`config.mk`:
```
export PLATFORM = sky130hd
export DESIGN_NAME = adc_spi_sampler
export DESIGN_NICKNAME = d
export VERILOG_FILES = /design/src/rtl/adc_spi_sampler.sv
export SDC_FILE = /design/constraint.sdc
export NUM_CORES = 1
export LEC_CHECK = 0
export CORE_ASPECT_RATIO = 2
export CORE_MARGIN = 2
export CORE_UTILIZATION = 25
export CTS_CLUSTER_SIZE = 8
export DETAILED_ROUTE_END_ITERATION = 10
export GPL_ROUTABILITY_DRIVEN = 0
export SLEW_MARGIN = 30
export SYNTH_ARGS = -nofsm -noshare
export SYNTH_HDL_FRONTEND = slang
export SYNTH_SLANG_ARGS = --single-unit
```
`constraint.sdc`:
```
create_clock -name clk -period 6.4 [get_ports clk]
set_input_delay 1.6 -clock clk [delete_from_list [all_inputs] [get_ports clk]]
set_output_delay 1.6 -clock clk [all_outputs]
set_load 0.1 [all_outputs]
```
`src/rtl/adc_spi_sampler.sv`:
```
// adc_spi_sampler: periodic SPI mode-0 ADC frame engine feeding a 16-bit sample buffer.
//   clk, resetq (async, active-low); enable, sample_period[15:0], cmd[15:0] in;
//   adc_csn, adc_sclk, adc_mosi out / adc_miso in (SPI to ADC);
//   wr, store_data[15:0] (one-cycle write strobe + result); busy, overrun (sticky) status.
module adc_spi_sampler #(
  parameter int CLKDIV = 4
) (
  input  logic        clk,
  input  logic        resetq,
  input  logic        enable,
  input  logic [15:0] sample_period,
  input  logic [15:0] cmd,
  output logic        adc_csn,
  output logic        adc_sclk,
  output logic        adc_mosi,
  input  logic        adc_miso,
  output logic        wr,
  output logic [15:0] store_data,
  output logic        busy,
  output logic        overrun
);
  localparam logic [1:0] IDLE  = 2'd0;
  localparam logic [1:0] SETUP = 2'd1;
  localparam logic [1:0] SHIFT = 2'd2;
  localparam logic [1:0] HOLD  = 2'd3;
  logic [1:0]  state;
  logic [15:0] cnt, sr, pm1;
  logic [7:0]  div;
  logic [3:0]  bitn;
  logic        m1, m2, start, div_end;
  // >= rather than == so a period shortened below the running count still wraps promptly
  assign pm1     = (sample_period == 16'd0) ? 16'd0 : sample_period - 16'd1;
  assign start   = enable && (cnt >= pm1);
  assign div_end = div == 8'(CLKDIV - 1);
  always_ff @(posedge clk or negedge resetq)
    if (!resetq) cnt <= '0;
    else cnt <= (!enable || start) ? 16'd0 : cnt + 16'd1;
  always_ff @(posedge clk or negedge resetq)
    if (!resetq) overrun <= 1'b0;
    else overrun <= !enable ? 1'b0 : (overrun || (start && busy));
  always_ff @(posedge clk or negedge resetq)
    if (!resetq) {m1, m2} <= 2'b00;
    else {m1, m2} <= {adc_miso, m1};
  // sr shifts cmd out of its MSB while miso bits enter at the LSB, so after 16 rises it holds the result
  always_ff @(posedge clk or negedge resetq)
    if (!resetq) begin
      state      <= IDLE;
      div        <= '0;
      bitn       <= '0;
      sr         <= '0;
      adc_csn    <= 1'b1;
      adc_sclk   <= 1'b0;
      adc_mosi   <= 1'b0;
      wr         <= 1'b0;
      store_data <= '0;
      busy       <= 1'b0;
    end else begin
      wr  <= 1'b0;
      div <= (state == IDLE || div_end) ? 8'd0 : div + 8'd1;
      case (state)
        IDLE:
          if (start) begin
            sr       <= cmd;
            adc_mosi <= cmd[15];
            adc_csn  <= 1'b0;
            busy     <= 1'b1;
            bitn     <= '0;
            state    <= SETUP;
          end
        SETUP: state <= div_end ? SHIFT : SETUP;
        SHIFT:
          if (div_end) begin
            adc_sclk <= !adc_sclk;
            if (!adc_sclk) sr <= {sr[14:0], m2};
            else begin
              adc_mosi <= (bitn == 4'd15) ? 1'b0 : sr[15];
              bitn     <= bitn + 4'd1;
              state    <= (bitn == 4'd15) ? HOLD : SHIFT;
            end
          end
        HOLD:
          if (div_end) begin
            adc_csn    <= 1'b1;
            busy       <= 1'b0;
            wr         <= 1'b1;
            store_data <= sr;
            state      <= IDLE;
          end
        default: state <= IDLE;
      endcase
    end
endmodule

```
* After elaboration in Yosys (flattened, before gate mapping)
Index checks and enable logic that the tools add are counted.
** Word-level totals
- Register bits after elaboration :: 70
- Bits of input ports :: 36
- Output and inout port bits :: 22
- Word-level logic and storage cells :: 78
** Cells by class
- Add/subtract/negate cells :: 4
- $lt $le $gt $ge :: 1
- Eq/ne operators :: 10
- Muxes and demuxes :: 32
- Reduce and logical (&&, ||, !) cells :: 17
** Operators by type and width (number)
- 16-bit 2-to-1 mux :: 5
- 16-bit case mux with 2 select lines :: 1
- 16-bit by 1-bit adder with 16-bit output (second input constant) :: 1
- 16-bit greater-or-equal comparator :: 1
- 16-bit zero test :: 1
- 16-bit by 1-bit subtractor with 16-bit output (second input constant) :: 1
- 1-bit 2-to-1 mux :: 12
- 4-bit 2-to-1 mux :: 3
- 4-bit AND reduction :: 3
- 2-bit 2-to-1 mux :: 5
- 2-bit != test (second input constant) :: 5
- 8-bit by 1-bit adder with 8-bit output (second input constant) :: 1
- 8-bit by 2-bit == test with 1-bit output (second input constant) :: 1
- 8-bit 2-to-1 mux :: 1
- 2-bit case mux with 4 select lines :: 1
- 4-bit case mux with 2 select lines :: 1
- 1-bit case mux with 2 select lines :: 3
- 4-bit by 1-bit adder with 4-bit output (second input constant) :: 1
- 2-bit == test (second input constant) :: 2
- 4-bit == test (second input constant) :: 1
- 2-bit AND reduction :: 2
- 2-bit nonzero test :: 2
- 1-bit logical OR :: 3
- 3-bit AND reduction :: 1
- 4 further kinds :: 6

* Logic depth before layout (Yosys ltp)
Gate-level depths: netlist (run 1).
- Depth after elaboration :: 7
- Gate-level depth with buffers :: 15
- Gate-level depth less buffers :: 14

* Worst setup path after synthesis (run 1)
Ideal clock, no wire load.
- Path kind :: input -> register
- From :: input sample_period[0]
- To :: register adc_mosi
- Setup time :: 0.128 ns
- Arrival :: 5.016 ns
- Data required time :: 6.272 ns
- Path slack :: 1.256 ns
- Stages :: 13
- Path buffers :: 0
- Cell sequence :: or4_4 or4_4 or3_4 nor3_4 xor2_1 nand2_1 ha_1 nand4_1 nor2_1 or4b_1 a41oi_1 nand2b_1 mux2_1
** On the way
- Cells in the longest elaborated chain, start to end :: 6
- Elaborated cells between the ends (all ways) :: 7
- Those cells by class :: add/sub: 1; order compare: 1; eq/ne: 1; mux: 1; reduce/logical: 3
** RTL lines
- start: declaration :: line 11 : input logic [15:0] sample_period,
- 16-bit by 1-bit subtractor with 16-bit output / 16-bit zero test (equally long branches) :: line 32 : assign pm1 = (sample_period == 16'd0) ? 16'd0 : sample_period - 16'd1;
- 16-bit 2-to-1 mux * :: line 32
- 16-bit greater-or-equal comparator * :: line 33 : assign start = enable && (cnt >= pm1);
- 1-bit logical AND * :: line 33
- 2-bit != test (no source line) *
- 4-bit AND reduction (no source line) *
- end signal: assignment :: line 64 : adc_mosi <= cmd[15];
- end signal: assignment :: line 76 : adc_mosi <= (bitn == 4'd15) ? 1'b0 : sr[15];
- end: declaration :: line 15 : output logic adc_mosi,
Every way passes the cells marked *; elsewhere a longest branch is shown, timed or not.
A chain may end at the register's enable or synchronous reset.

* Final worst setup path (run 1)
- From :: input sample_period[9]
- To :: register adc_mosi
The elaborated chain is that of the path after synthesis.

==> results of run 1 <==
==> kinds of logic after synthesis <==
kind of cell,count (synthesis)
compound gates,54
xor+xnor,37
fa+ha+maj,21
buf+inv,21
flops,70
mux,33
simple gates,134
==> cells in the final DEF (no fill, tap or decap), types with 16 or more instances in the layout <==
cell type	instances
a21oi_1	24
a31oi_1	16
clkdlybuf4s50_1	55
dfrtp_1	69
ha_1	21
mux2_1	17
mux2i_1	16
nand2_1	35
nor2_1	38
xnor2_1	16
xor2_1	21
==> power by group <==
part           leakage [nW]  switching, mW  internal, mW
registers             0.963        0.00296         0.446
clock network         0.137          0.175         0.294
logic                  1.09         0.0394        0.0353
==> flip-flops by register name (all words and copies together) (netlist names), named ones only <==
signal and count:
adc_csn 1, adc_mosi 1, adc_sclk 1, bitn 4, busy 1, cnt 16, div 8, m1 1
m2 1, overrun 1, sr 16, state 1, store_data 16, wr 1
==> layout make-up <==
class                           instances  area share, %
Timing Repair Buffer                   61           12.3
Clock buffer                            9           4.65
Inverter                                8          0.620
Clock inverter                          5           1.09
Sequential cell                        70           36.2
Multi-Input combinational cell        279           40.1
Tap cell                              195           5.04
==> stage by stage <==
stage               power, mW  hold slack (ps)  area [sq um]  utilization, %  instances
floorplan               0.487              331          3780               -        370
global placement        0.531              334          4560            30.8        613
detailed placement      0.532              336          4560            30.8        613
CTS                      1.01              349          4840            32.6        627
global route             1.04              353          4840            32.7        627
finish                  0.993              348          4840            32.7        627
==> worst max-delay path by stage <==
stage                startpoint  endpoint  slack (ps)  depth (start not counted)
4_1_cts        sample_period[9]  adc_mosi         830                         14
6_report       sample_period[9]  adc_mosi         830                         14
3_3_place_gp   sample_period[0]  adc_mosi         550                         14
3_5_place_dp   sample_period[0]  adc_mosi         500                         14
5_1_grt        sample_period[9]  adc_mosi         540                         14
2_1_floorplan  sample_period[0]  adc_mosi        1260                         13
==> metal layers <==
layer | global-route usage [%] | part of all wire [%] | up-vias
met2 | 20.2 | 52 | 71
met5 | 0 | 0 | -
li1 | - | - | 1422
met1 | 12.2 | 41 | 1403
met3 | 3.57 | 5.3 | 11
met4 | 4.23 | 2.0 | 0
==> worst reg2reg max path, delay by kind of cell, from the launching register on <==
| family | cells | cell delay [ps] |
|---|---|---|
| AND/OR/NAND/NOR | 5 | 1300 |
| AO/OA/AOI/OAI | 1 | 560 |
| flip-flops | 1 | 430 |
| buffers and inverters | 1 | 70 |
| adder cells (fa/ha/maj) | 1 | 280 |
==> impl_metrics.tcl, run 1 <==
set metrics [dict create \
    status "complete, no violations" \
    rr_worst_depth 8 \
    final_hold_viol_count 0 \
    path_max_fanout 5 \
    critPathTopFamily "simple AND/OR/NAND/NOR gates" \
    synth_most_common_cell "dfrtp_1" \
    synthAdderAreaFrac_pct 6.96 \
    synth_top_family_by_area "simple AND/OR/NAND/NOR gates" \
    io_pins 58 \
    r2r_end "cnt[5]" \
    antenna_left 0 \
    synth.top_cell.area_share_pct 45.7 \
    grt_pass1_wl_um 14700 \
    tns_ps 0 \
    fmax_mhz 180 \
    crit_path_top_delay_cell "or4_1" \
    async_reset_ff_share_pct 100 \
    rsz0062_at_grt "false" \
    setup_viol 0 \
    yosys.area_share.simple_pct 18.0 \
    required_ps 6610 \
    fp.dieW_um 90.9 \
    leakagePower_nw 2.19 \
    power_density_mw_per_mm2 205 \
    crit_arrival_ps 5780 \
    drt_wl_total_um 8590 \
    num-nets-final 486 \
    cts_tree "done" \
    worst_slew_pin_slew_ps 995 \
    die_area_sq_mm 0.0162 \
    first_pass_iters 4 \
    skew_ps 6.79 \
    hold_start "m1" \
    clk_latency_ps 330 \
    pre_cts_slack_ps 504 \
    drt_iter0_markers 132 \
    startpoint_type "input port" \
    core_area_sq_mm 0.0148 \
    htreeDepth 3 \
    clkTransAtPathRegs_ps 50 \
    antenna_found_initial 0 \
    drive_gt1_share_pct 6.94 \
    fin_ws_ps 830 \
    synth_largest_area_cell "dfrtp_1" \
    hold_path.class "flop to flop" \
    min_period_ps 5570 \
    post-cts-setup-buffers 0 \
    ctsResizeCount 0 \
    synth_mux_area_share_pct 9.31 \
    cts_max_path_buffers 2 \
    synth_fp_nets 427 \
    max_stage_delay_ps 600 \
    drc 0 \
    maxSlewViolCount 0 \
    end_kind "flop" \
    r2r_start "cnt[0]" \
    min_to "m2" \
    port-buffer-count 57 \
    die_h_um 178 \
    grt_max_degree 71 \
    clock_sinks 70 \
    antennaDiodeCount 0 \
    synthCells 370 \
    maxCapViolCount 0 \
    synth_area_sq_mm 0.00378 \
    fillCellCount 1564 \
    postSynthAreaPerCell_sq_um 10.2 \
    hold_depth 0 \
    synth.distinct_cells 45 \
    grtUsageTotal_pct 11.2 \
    synth_edf_count 0 \
    synth.ff_latch_count 70 \
    numCtsBuffers 9 \
    max_slew_margin_pct 33.5 \
    via_per_inst 4.64 \
    start_util_pct 25.5 \
    path_cells "clkdlybuf4s50_1 -> or4_1 -> nor4_2 -> nand4_1 -> nor3_1 -> xor2_1 -> nand2_1 -> ha_1 -> nand4_1 -> nor2_1 -> or4b_1 -> a41oi_1 -> nand2b_1 -> mux2_1" \
    seq_area_frac_synth_pct 46.4 \
    rows 63 \
    hold_buffers 0 \
    cts_root_buf "clkbuf_16" \
    synth-compound-area-share_pct 8.41 \
    post-route-period-util_pct 87.0 \
    wire_per_inst_um 13.7 \
    ys_top_cells_by_area "dfrtp_1 (46%), ha_1 (7.0%), mux2_1 (5.1%), xor2_1 (4.9%), mux2i_1 (4.2%)" \
    vias 2907 \
    cp_num_buf_inv 1 \
    r2r_slack_ps 3670 \
    yosys_warnings 0 \
    ir_drop_uv 157 \
    multi_input_area_sq_mm 0.00194 \
    cp_common_cell "nand4_1" \
    regArea_sq_mm 0.00175 \
    ys.flop_type "dfrtp_1" \
    dp_hpwl_um 6270 \
    grt_pass1_vias 3032 \
    netlist_top_cells_count "dfrtp_1 (69), nor2_1 (38), nand2_1 (35)" \
    globalRoute.totalOverflow 0 \
    syn_to_final_growth_pct 28.1 \
    synth_xor_area_share_pct 8.58 \
    worstSetupPathType "input port to flop" \
]
No activity file was read; power rests on OpenSTA's default activity.
==> inputs of run 2 (changes only) <==
Settings changed: HOLD_SLACK_MARGIN set to 0.06.
==> results of run 2 <==
Same layout as run 1: the final DEF is identical, and so are final timing and power.
